`config.mk`:
```
export PLATFORM = sky130hd
export DESIGN_NAME = rx_block_sync_descrambler
export DESIGN_NICKNAME = d
export VERILOG_FILES = /design/src/rtl/rx_block_sync_descrambler.sv
export SDC_FILE = /design/constraint.sdc
export NUM_CORES = 1
export LEC_CHECK = 0
export CAP_MARGIN = 10
export CELL_PAD_IN_SITES_DETAIL_PLACEMENT = 0
export CELL_PAD_IN_SITES_GLOBAL_PLACEMENT = 1
export CORE_MARGIN = 2
export CORE_UTILIZATION = 46
export CTS_BUF_LIST = sky130_fd_sc_hd__clkbuf_8
export DETAILED_ROUTE_END_ITERATION = 8
export GPL_ROUTABILITY_DRIVEN = 0
export PLACE_DENSITY_LB_ADDON = 0.1
export SYNTH_ARGS = -nofsm -noshare
export SYNTH_HDL_FRONTEND = slang
export SYNTH_SLANG_ARGS = --single-unit
export TNS_END_PERCENT = 5
```
`constraint.sdc`:
```
create_clock -name i_clk -period 2.81 [get_ports i_clk]
set_input_delay 0.562 -clock i_clk [delete_from_list [all_inputs] [get_ports i_clk]]
set_output_delay 0.562 -clock i_clk [all_outputs]
set_load 0.01 [all_outputs]
```
`src/rtl/rx_block_sync_descrambler.sv`:
```
// rx_block_sync_descrambler: 64b/66b block-lock state machine driving gearbox slips, plus a
// self-synchronous x^58 + x^39 + 1 descrambler for the payload (two 32-bit words per block).
module rx_block_sync_descrambler #(
    parameter int unsigned DATA_WIDTH   = 32,
    parameter int unsigned HDR_WIDTH    = 2,
    parameter int unsigned SH_CNT_MAX   = 64,
    parameter int unsigned SH_INVLD_MAX = 16,
    parameter int unsigned SLIP_WAIT    = 32
) (
    input  logic                 i_clk,
    input  logic                 i_reset_n,
    input  logic [DATA_WIDTH-1:0] i_rx_data,
    input  logic                 i_rx_data_valid,
    input  logic [HDR_WIDTH-1:0] i_rx_hdr,
    input  logic                 i_rx_hdr_valid,
    output logic [DATA_WIDTH-1:0] o_rx_data,
    output logic                 o_rx_data_valid,
    output logic [HDR_WIDTH-1:0] o_rx_hdr,
    output logic                 o_rx_hdr_valid,
    output logic                 o_block_lock,
    output logic                 o_gearbox_slip
);

    localparam int unsigned ScrW   = 58;
    localparam int unsigned ShCntW = 7;
    localparam int unsigned InvldW = 5;
    localparam int unsigned WaitW  = $clog2(SLIP_WAIT + 1);

    localparam logic [ShCntW-1:0] ShCntMax = ShCntW'(SH_CNT_MAX);
    localparam logic [InvldW-1:0] InvldMax = InvldW'(SH_INVLD_MAX);
    localparam logic [WaitW-1:0]  WaitLoad = WaitW'(SLIP_WAIT);

    typedef enum logic [1:0] {
        StLockInit,
        StTestSh,
        StSlip,
        StSlipWait
    } state_e;

    state_e               r_state, w_state_d;
    logic [ShCntW-1:0]    r_sh_cnt, w_sh_cnt_d, w_sh_cnt_inc;
    logic [InvldW-1:0]    r_invld_cnt, w_invld_cnt_d, w_invld_cnt_inc;
    logic [WaitW-1:0]     r_wait_cnt, w_wait_cnt_d;
    logic                 r_block_lock, w_block_lock_d;
    logic                 r_slip, w_slip_d;

    logic [ScrW-1:0]       r_scr_state, w_scr_state_d;
    logic [DATA_WIDTH-1:0] w_descr;
    logic [DATA_WIDTH-1:0] r_rx_data;
    logic                  r_rx_data_valid;
    logic [HDR_WIDTH-1:0]  r_rx_hdr;
    logic                  r_rx_hdr_valid;

    logic w_hdr_event;
    logic w_hdr_ok;

    assign w_hdr_event = i_rx_hdr_valid & i_rx_data_valid;
    assign w_hdr_ok    = (i_rx_hdr == HDR_WIDTH'(1)) || (i_rx_hdr == HDR_WIDTH'(2));

    // Bit-serial descrambler unrolled over the word, LSB first; received bits feed the state.
    always_comb begin
        w_scr_state_d = r_scr_state;
        w_descr       = '0;
        for (int i = 0; i < DATA_WIDTH; i++) begin
            w_descr[i]    = i_rx_data[i] ^ w_scr_state_d[38] ^ w_scr_state_d[57];
            w_scr_state_d = {w_scr_state_d[ScrW-2:0], i_rx_data[i]};
        end
    end

    // Datapath registers: descrambler state and the one-cycle-latency output stage.
    always_ff @(posedge i_clk or negedge i_reset_n) begin
        if (!i_reset_n) begin
            r_scr_state     <= '0;
            r_rx_data       <= '0;
            r_rx_data_valid <= 1'b0;
            r_rx_hdr        <= '0;
            r_rx_hdr_valid  <= 1'b0;
        end else begin
            r_rx_data_valid <= i_rx_data_valid;
            r_rx_hdr_valid  <= w_hdr_event;
            if (i_rx_data_valid) begin
                r_scr_state <= w_scr_state_d;
                r_rx_data   <= w_descr;
            end
            if (w_hdr_event) begin
                r_rx_hdr <= i_rx_hdr;
            end
        end
    end

    // Block-lock next state; slip and lock are decided here and registered with the state.
    always_comb begin
        w_state_d       = r_state;
        w_sh_cnt_d      = r_sh_cnt;
        w_invld_cnt_d   = r_invld_cnt;
        w_wait_cnt_d    = r_wait_cnt;
        w_block_lock_d  = r_block_lock;
        w_slip_d        = 1'b0;
        w_sh_cnt_inc    = r_sh_cnt + 1'b1;
        w_invld_cnt_inc = r_invld_cnt + InvldW'(!w_hdr_ok);

        unique case (r_state)
            StLockInit: begin
                w_sh_cnt_d    = '0;
                w_invld_cnt_d = '0;
                w_state_d     = StTestSh;
            end
            StTestSh: begin
                if (w_hdr_event) begin
                    w_sh_cnt_d    = w_sh_cnt_inc;
                    w_invld_cnt_d = w_invld_cnt_inc;
                    if (!r_block_lock && !w_hdr_ok) begin
                        w_state_d = StSlip;
                        w_slip_d  = 1'b1;
                    end else if (r_block_lock && (w_invld_cnt_inc == InvldMax)) begin
                        // Threshold wins over a coincident window end.
                        w_block_lock_d = 1'b0;
                        w_state_d      = StSlip;
                        w_slip_d       = 1'b1;
                    end else if (w_sh_cnt_inc == ShCntMax) begin
                        if (w_invld_cnt_inc == '0) begin
                            w_block_lock_d = 1'b1;
                        end
                        w_sh_cnt_d    = '0;
                        w_invld_cnt_d = '0;
                    end
                end
            end
            StSlip: begin
                w_sh_cnt_d    = '0;
                w_invld_cnt_d = '0;
                w_wait_cnt_d  = WaitLoad;
                w_state_d     = StSlipWait;
            end
            StSlipWait: begin
                if (r_wait_cnt == '0) begin
                    w_state_d = StTestSh;
                end else if (w_hdr_event) begin
                    w_wait_cnt_d = r_wait_cnt - 1'b1;
                    if (r_wait_cnt == WaitW'(1)) begin
                        w_state_d = StTestSh;
                    end
                end
            end
            default: w_state_d = StLockInit;
        endcase
    end

    // Block-lock state register; reset drops lock at once and never issues a slip.
    always_ff @(posedge i_clk or negedge i_reset_n) begin
        if (!i_reset_n) begin
            r_state      <= StLockInit;
            r_sh_cnt     <= '0;
            r_invld_cnt  <= '0;
            r_wait_cnt   <= '0;
            r_block_lock <= 1'b0;
            r_slip       <= 1'b0;
        end else begin
            r_state      <= w_state_d;
            r_sh_cnt     <= w_sh_cnt_d;
            r_invld_cnt  <= w_invld_cnt_d;
            r_wait_cnt   <= w_wait_cnt_d;
            r_block_lock <= w_block_lock_d;
            r_slip       <= w_slip_d;
        end
    end

    assign o_rx_data       = r_rx_data;
    assign o_rx_data_valid = r_rx_data_valid;
    assign o_rx_hdr        = r_rx_hdr;
    assign o_rx_hdr_valid  = r_rx_hdr_valid;
    assign o_block_lock    = r_block_lock;
    assign o_gearbox_slip  = r_slip;

endmodule

```
* Yosys cells after proc, flatten, opt, wreduce, memory -nomap -nowiden
Index checks and enable logic that the tools add are counted.
Cells by class: $add $sub $neg 3, equal/unequal tests 14, mux-type cells 27, bitwise operators 66, reduce and logical (&&, ||, !) cells 17
Operators by type and width (number):
- $xor A1 B1 Y1 | 64
- $mux W7 | 4
- $mux W5 | 4
- $pmux W7 S2 | 1
- $mux W2 | 6
- $mux W6 | 2
- $pmux W6 S2 | 1
- $pmux W5 S2 | 1
- $ne A3 B3 Y1 const B | 3
- $pmux W2 S4 | 1
- $reduce_bool A2 Y1 | 4
- $add A7 B1 Y7 const B | 1
- $eq A7 B7 Y1 const B | 1
- $mux W1 | 7
- $eq A2 B2 Y1 const B | 3
- $eq A6 B1 Y1 const B | 1
- $logic_not A6 Y1 | 1
- $ne A2 B2 Y1 const B | 3
- $sub A6 B1 Y6 const B | 1
- $add A5 B1 Y5 | 1
- $eq A5 B5 Y1 const B | 1
- $logic_not A5 Y1 | 1
- $reduce_and A5 Y1 | 1
- $eq A2 B1 Y1 const B | 2
- other kinds (10) | 12
Word-level totals: flip-flop bits (word level) 116, logic and storage cells 138

* Logic depth before layout (Yosys ltp)
Gate-level depths: netlist (run 1).
word-level depth 10, gate-level depth with buffers 7, mapped depth without buffers 7

* Least setup slack after synthesis (run 1)
No wires, ideal clock.
path type input port to flip-flop, start point input port i_rx_hdr[1], end point register r_state[1], setup time 0.125 ns, arrival time 2.566 ns, path slack 0.119 ns, stages on the path 7, path buffers 0, path through xnor2_1 > ha_1 > or4_2 > nor2_1 > o211a_4 > o22ai_2 > mux2_4
On the way: word-level cells in the longest chain between the ends 8
RTL lines:
- start, declared | RTL line 14 | input logic [HDR_WIDTH-1:0] i_rx_hdr,
- $eq A2 B1 Y1 / $eq A2 B2 Y1 (equally long branches) | RTL line 58 | assign w_hdr_ok = (i_rx_hdr == HDR_WIDTH'(1)) || (i_rx_hdr == HDR_WIDTH'(2));
- $logic_or A1 B1 Y1 (*) | RTL line 58
- $logic_not A1 Y1 (*) | RTL line 100, 112
- $add A5 B1 Y5 | RTL line 100 | w_invld_cnt_inc = r_invld_cnt + InvldW'(!w_hdr_ok);
- $eq A5 B5 Y1 | RTL line 115 | end else if (r_block_lock && (w_invld_cnt_inc == InvldMax)) begin
- $logic_and A1 B1 Y1 | RTL line 115
- $ne A3 B3 Y1 (no line)
- $reduce_and A4 Y1 (no line)
- end signal, assigned | RTL line 152 | r_state <= StLockInit;
- end signal, assigned | RTL line 159 | r_state <= w_state_d;
- end, declared | RTL line 40 | state_e r_state, w_state_d;
Mark *: on every way between the ends. The rest lies on a longest branch, timed or not. The select of a mux whose other input is x is not followed. A chain may end at the register's enable or synchronous reset.

* Final worst setup path (run 1)
Same ends and word-level chain as after synthesis.

==> results of run 1 <==
==> layer usage <==
metal / vias to the layer above / track usage [%]
met5: - / 0
met4: 0 / 6.179
met3: 13 / 6.210
met2: 82 / 26.75
met1: 1651 / 21.86
li1: 1619 / -
==> worst reg2reg max path, stage by stage (launching register included) <==
cell     delay, ps
dfrtp_1        410
ha_1           360
or4_2          660
nor2_1         180
o211a_4        210
o22ai_2         80
mux2_4         300
==> synth_stat cells, drive strengths merged <==
cell / instances
dfrtp: 116
mux2: 93
xnor2: 66
nand2: 26
o21ai: 14
nor2: 13
clkbuf: 11
ha: 11
inv: 11
nand3: 9
xor2: 8
a21oi: 4
nor3: 3
o211ai: 3
and2: 2
nand4: 2
nor4: 2
o211a: 2
o221ai: 2
o31ai: 2
or3: 2
a2111oi: 1
a211o: 1
a211oi: 1
mux2i: 1
nand2b: 1
nand3b: 1
nor2b: 1
o2111a: 1
o2111ai: 1
o21bai: 1
o22a: 1
o22ai: 1
or2: 1
or4: 1
==> flip-flops by register name, summed over array words and instances (netlist names) <==
signal           flops
o_rx_data_valid      1
r_scr_state         58
o_rx_hdr             2
o_rx_hdr_valid       1
r_invld_cnt          5
r_wait_cnt           6
o_block_lock         1
r_sh_cnt             7
o_gearbox_slip       1
r_state              2
o_rx_data           32
==> area by class of cell <==
class | count | area (um^2) | area share (%)
sequential | 116 | 2903 | 42.58
clock inverter | 11 | 133.9 | 1.964
tap | 143 | 178.9 | 2.625
multi-input combinational | 278 | 2417 | 35.46
inverter | 11 | 41.29 | 0.6057
timing repair buffer | 86 | 853.3 | 12.52
clock buffer | 21 | 289.0 | 4.240
==> power by group <==
group          leakage, nW  total, mW  switching (mW)  internal (mW)
logic                 1.22       1.54           0.644          0.900
clock network        0.218       1.61           0.650          0.959
registers             1.39       2.24           0.239           2.00
total                 2.83       5.39            1.53           3.86
==> cell usage in the layout (no fill, tap or decap), drive strengths merged, types with 3 or more instances in the layout <==
| cell | count |
|---|---|
| nor2 | 13 |
| clkinvlp | 3 |
| o21ai | 14 |
| clkbuf | 21 |
| ha | 11 |
| mux2 | 93 |
| xor2 | 8 |
| xnor2 | 66 |
| clkdlybuf4s50 | 73 |
| a21oi | 4 |
| dfrtp | 116 |
| bufinv | 3 |
| buf | 13 |
| nand2 | 26 |
| o211ai | 3 |
| nand3 | 9 |
| nor3 | 3 |
| inv | 14 |
==> worst min path at each step <==
| stage | end | cells past startpoint | from | slack [ps] |
|---|---|---|---|---|
| after floorplan | o_block_lock$_DFFE_PN0P_ | 0 | i_reset_n | 270 |
| after global placement | r_scr_state[34]$_DFFE_PN0P_ | 1 | r_scr_state[2]$_DFFE_PN0P_ | 490 |
| after detailed placement | r_scr_state[35]$_DFFE_PN0P_ | 1 | r_scr_state[3]$_DFFE_PN0P_ | 490 |
| after CTS | o_rx_data[18]$_DFFE_PN0P_ | 1 | i_reset_n | 90 |
| after global routing | r_scr_state[26]$_DFFE_PN0P_ | 1 | i_reset_n | 100 |
| final | r_scr_state[20]$_DFFE_PN0P_ | 1 | i_reset_n | 100 |
==> through the flow <==
step	instance area, um^2	instances	util [%]	setup TNS, ps	power, mW
floorplan	5395	416	-	0	3.131
global placement	6386	634	55.93	-2103	3.789
detailed placement	6386	634	55.93	-2639	3.831
CTS	6809	666	59.63	0	5.473
global route	6817	666	59.70	0	5.698
finish	6817	666	59.70	0	5.391
==> logic make-up (layout without fill, tap and decap cells) <==
family,after synthesis,after routing
flops,116,116
mux,94,94
xor+xnor,74,74
simple gates,64,64
compound gates,35,35
buf+inv,22,129
fa+ha+maj,11,11
==> flow_summary.ini, run 1 <==
[power]
ir_drop_uv = 501.7
power_density_nw_per_um2 = 790.9
power.leakage_nw = 2.833

[finish]
syn2layout_area_growth_pct = 26.35
nNetsFinal = 559
layout-drive-gt1-share_pct = 27.34
fill_cells = 935
antenna_cells = 0

[setup_path]
arrival_ps = 2970
worstReg2RegEnd = r_state[1]$_DFFE_PN0P_
cp_max_fo = 3
cp-endpoint = r_state[1]$_DFFE_PN0P_
r2r-start = r_invld_cnt[0]$_DFFE_PN0P_
cp.depth = 8
worstRegToRegCells = 6
ff2ff_setup_slack_ps = 480
crit_chain = clkdlybuf4s50_1, xnor2_2, ha_1, or4_2, nor2_1, o211a_4, o22ai_2, mux2_4
critPathMaxStageDelay_ps = 660
startpoint_type = primary input
crit_type = in -> reg
path_delay_family = simple AND/OR/NAND/NOR gates
path_buf_inv = 1
crit_slowest_cell = or4_2
cp-end-kind = flop
crit_start = i_rx_hdr[1]
crit_required_ps = 3120

[global_routing]
grt_pass1_vias = 3514
grt_max_degree = 91
grt_antenna_before_repair = 0
grt_usage_pct = 17.04
grt.overflow.total = 0
grt_pass1_wl_mm = 16.90

[timing]
worst_slew_pin_slew_ps = 1155
max_freq_mhz = 375.2
rsz0062_at_grt = false
post-route-period-util_pct = 94.85
timing_hold_violations_final = 0
slew_violations = 0
skew_ps = 7.600
worst_slew_margin_rel_pct = 22.98
fin_hold_ws_ps = 98.77
worst_slack_ps = 144.8
setup_viol = 0
fin_crit_ps = 2665

[flow_run]
maxCapViolCount = 0

[clocking]
insertion_delay_ps = 420
h-tree-depth = 4
cts_tree = done
ctsRootBufferMaster = clkbuf_8
clock_sinks = 116
ctsResizeCount = 0
cts_hold_buf = 0
post_cts_buffers = 0
cts_buffers = 17
clockBufferDepth = 2
clk_pin_slew_ps = 70

[routing]
drt-pass1-iter-count = 4
routed_wl_mm = 10.18
drtAntennaViolNets = 0
topRoutingLayerUsed = met4
wl_per_cell_um = 15.29
drt-initial-drc-count = 130
drc = 0
wl_met3_um = 508
vias = 3365
vias_per_cell = 5.053
wl_met2_mm = 4.757
met1_length_mm = 4.756

[floorplan]
io_pins = 76
initial_core_util_pct = 47.25
dieArea_um2 = 12610
placementRows = 39
die_y_um = 112.3
die_w_um = 112.3
core_area_um2 = 11420

[synth]
synth_fp_nets = 465
yosys-top-cells-area = dfrtp_1, mux2_2, xnor2_1
synth_top_area_share_pct = 53.80
ys_warn_count = 0
yosys.area.top_type = dfrtp_1
synth.cell_area_um2 = 5395
seq_area_frac_synth_pct = 53.80
synth_xor_area_share_pct = 12.01
netlist_instances = 416
synth_cell_types = 39
synth.area.mux_share_pct = 19.67
synth.ff_latch_count = 116
synth-simple-area-share_pct = 5.519
synth_top_family_by_area = multiplexers
synth-compound-area-share_pct = 4.917
synthAdderAreaFrac_pct = 2.551
syn_area_per_cell_um2 = 12.97

[placement]
io_buffer_count = 75
place_hpwl_mm = 7.058
dp_worst_setup_slack_ps = -304.5

[status]
status = complete, no violations

[worst_hold_path]
hp-class = in -> async
Note: power is estimated with default switching activity, not from simulation.
==> inputs of run 2 (changes only) <==
- CAP_MARGIN: 10 -> not set
==> results of run 2 <==
Same layout as run 1: the final DEF is identical, and so are final timing and power.
==> inputs of run 3 (changes only) <==
- RECOVER_POWER: not set -> 50
==> flow_summary.ini, run 3 (synthesis results as in run 1) <==
[floorplan]
io_pins = 76
dieArea_um2 = 12610
initial_core_util_pct = 47.25
placementRows = 39
die_y_um = 112.3
core_area_um2 = 11420
die_w_um = 112.3

[status]
violations = capacitance limit, slew limit
status = complete, but fails checks

[timing]
rsz0062_at_grt = false
timing_hold_violations_final = 0
setup_viol = 0
post-route-period-util_pct = 94.86
fin_hold_ws_ps = 322.0
fin_crit_ps = 2666
worst_slew_pin_slew_ps = 2267
finalSetupTns_ps = 0
max_freq_mhz = 375.2
slew_violations = 128
skew_ps = 7.600
worst_slack_ps = 144.5
worst_slew_margin_rel_pct = -51.12

[clocking]
cts_tree = done
insertion_delay_ps = 420
h-tree-depth = 4
clock_sinks = 116
clockBufferDepth = 2
clk_pin_slew_ps = 70
ctsRootBufferMaster = clkbuf_8
cts_hold_buf = 0
post_cts_buffers = 0
cts_buffers = 17
ctsResizeCount = 0

[setup_path]
crit_required_ps = 3120
worstRegToRegCells = 6
crit_chain = clkdlybuf4s50_1, xnor2_2, ha_1, or4_2, nor2_1, o211a_4, o22ai_2, mux2_4
path_delay_family = simple AND/OR/NAND/NOR gates
critPathMaxStageDelay_ps = 660
cp-end-kind = flop
cp_max_fo = 3
cp.depth = 8
arrival_ps = 2970
crit_type = in -> reg
crit_slowest_cell = or4_2
path_buf_inv = 1
startpoint_type = primary input

[finish]
regMostFlops = r_scr_state
nNetsFinal = 559
largest_reg_flops = 58
seq_area_um2 = 2903
antenna_cells = 0
layout_common_cells = dfrtp_1, mux2_2, clkdlybuf4s50_1, xnor2_1, nand2_1
layout-drive-gt1-share_pct = 26.96
multi_input_area_um2 = 2417
final_area_um2 = 6804
fill_cells = 937
layout_commonest_cell = dfrtp_1
syn2layout_area_growth_pct = 26.11

[power]
p_sw_mw = 1.530
power.internal_mw = 3.863
switching_share_pct = 28.36
power.leakage_nw = 2.825
power_frac_clock_pct = 29.8
pwr-share-comb_pct = 28.6
pwr-share-seq_pct = 41.5
power_density_nw_per_um2 = 792.6
ir_drop_uv = 501.6

[placement]
place_area_um2 = 6386
io_buffer_count = 75
place_hpwl_mm = 7.058
dp_worst_setup_slack_ps = -304.5

[routing]
vias_per_cell = 5.054
wl_per_cell_um = 15.25
drt-initial-drc-count = 130
vias = 3366
routed_wl_mm = 10.16
drtAntennaViolNets = 0
drc = 0
drt-pass1-iter-count = 4

[worst_hold_path]
hp-class = in -> reg
holdPathStages = 1

[flow_run]
maxCapViolCount = 2

[global_routing]
grt_pass1_wl_mm = 16.90
grt_antenna_before_repair = 0
grt_usage_pct = 17.04
grt_pass1_vias = 3514
grt.overflow.total = 0
grt_max_degree = 91
## run 3: changes by cell type in the layout (fill, tap and decap cells not counted), sizes merged
cell	delta
buf	-4
clkbuf	+4
clkdlybuf4s50	-1
dlygate4sd3	+1
## run 3: final cells by class
class	count	share of cell area [%]
Inverter	11	0.6068
Multi-Input combinational cell	278	35.53
Clock buffer	21	4.248
Sequential cell	116	42.66
Tap cell	143	2.630
Clock inverter	11	1.968
Timing Repair Buffer	86	12.36
## run 3: final timing paths
check,startpoint,slack [ps],endpoint
min in group asynchronous,i_reset_n,720,r_scr_state[20]$_DFFE_PN0P_
max,i_rx_hdr[1],140,r_state[1]$_DFFE_PN0P_
max in group asynchronous,i_reset_n,560,o_rx_hdr[1]$_DFFE_PN0P_
max reg2reg,r_invld_cnt[0]$_DFFE_PN0P_,480,r_state[1]$_DFFE_PN0P_
min reg2reg,r_scr_state[5]$_DFFE_PN0P_,500,r_scr_state[37]$_DFFE_PN0P_
min,i_rx_data_valid,320,o_rx_data_valid$_DFF_PN0_
## run 3: through the flow
stage / std cells / power, mW / utilization [%]
after floorplan: 416 / 3.131 / -
after global placement: 634 / 3.789 / 55.93
after detailed placement: 634 / 3.831 / 55.93
after CTS: 666 / 5.473 / 59.63
after global routing: 666 / 5.702 / 59.59
final: 666 / 5.393 / 59.59
## run 3: power groups by stage
stage          clock (mW)  sequential, mW  combinational, mW
3_5_place_dp            0            2.28               1.55
5_1_grt              1.73            2.29               1.69
6_report             1.61            2.24               1.54
2_1_floorplan           0            2.30              0.829
3_3_place_gp            0            2.26               1.53
4_1_cts              1.67            2.25               1.56
## run 3: per-layer routing
layer  vias up  part of all wire (%)  GRT usage, %
met3        14                   4.7         6.210
met2        71                    47         26.75
li1       1620                     -             -
met4         0                   1.6         6.179
met1      1661                    47         21.86
met5         -                     0             0
## run 3: worst register-to-register path: stages (launching register included)
cell and delay (ps):
dfrtp_1 410, ha_1 360, or4_2 660, nor2_1 180, o211a_4 210, o22ai_2 80, mux2_4 300
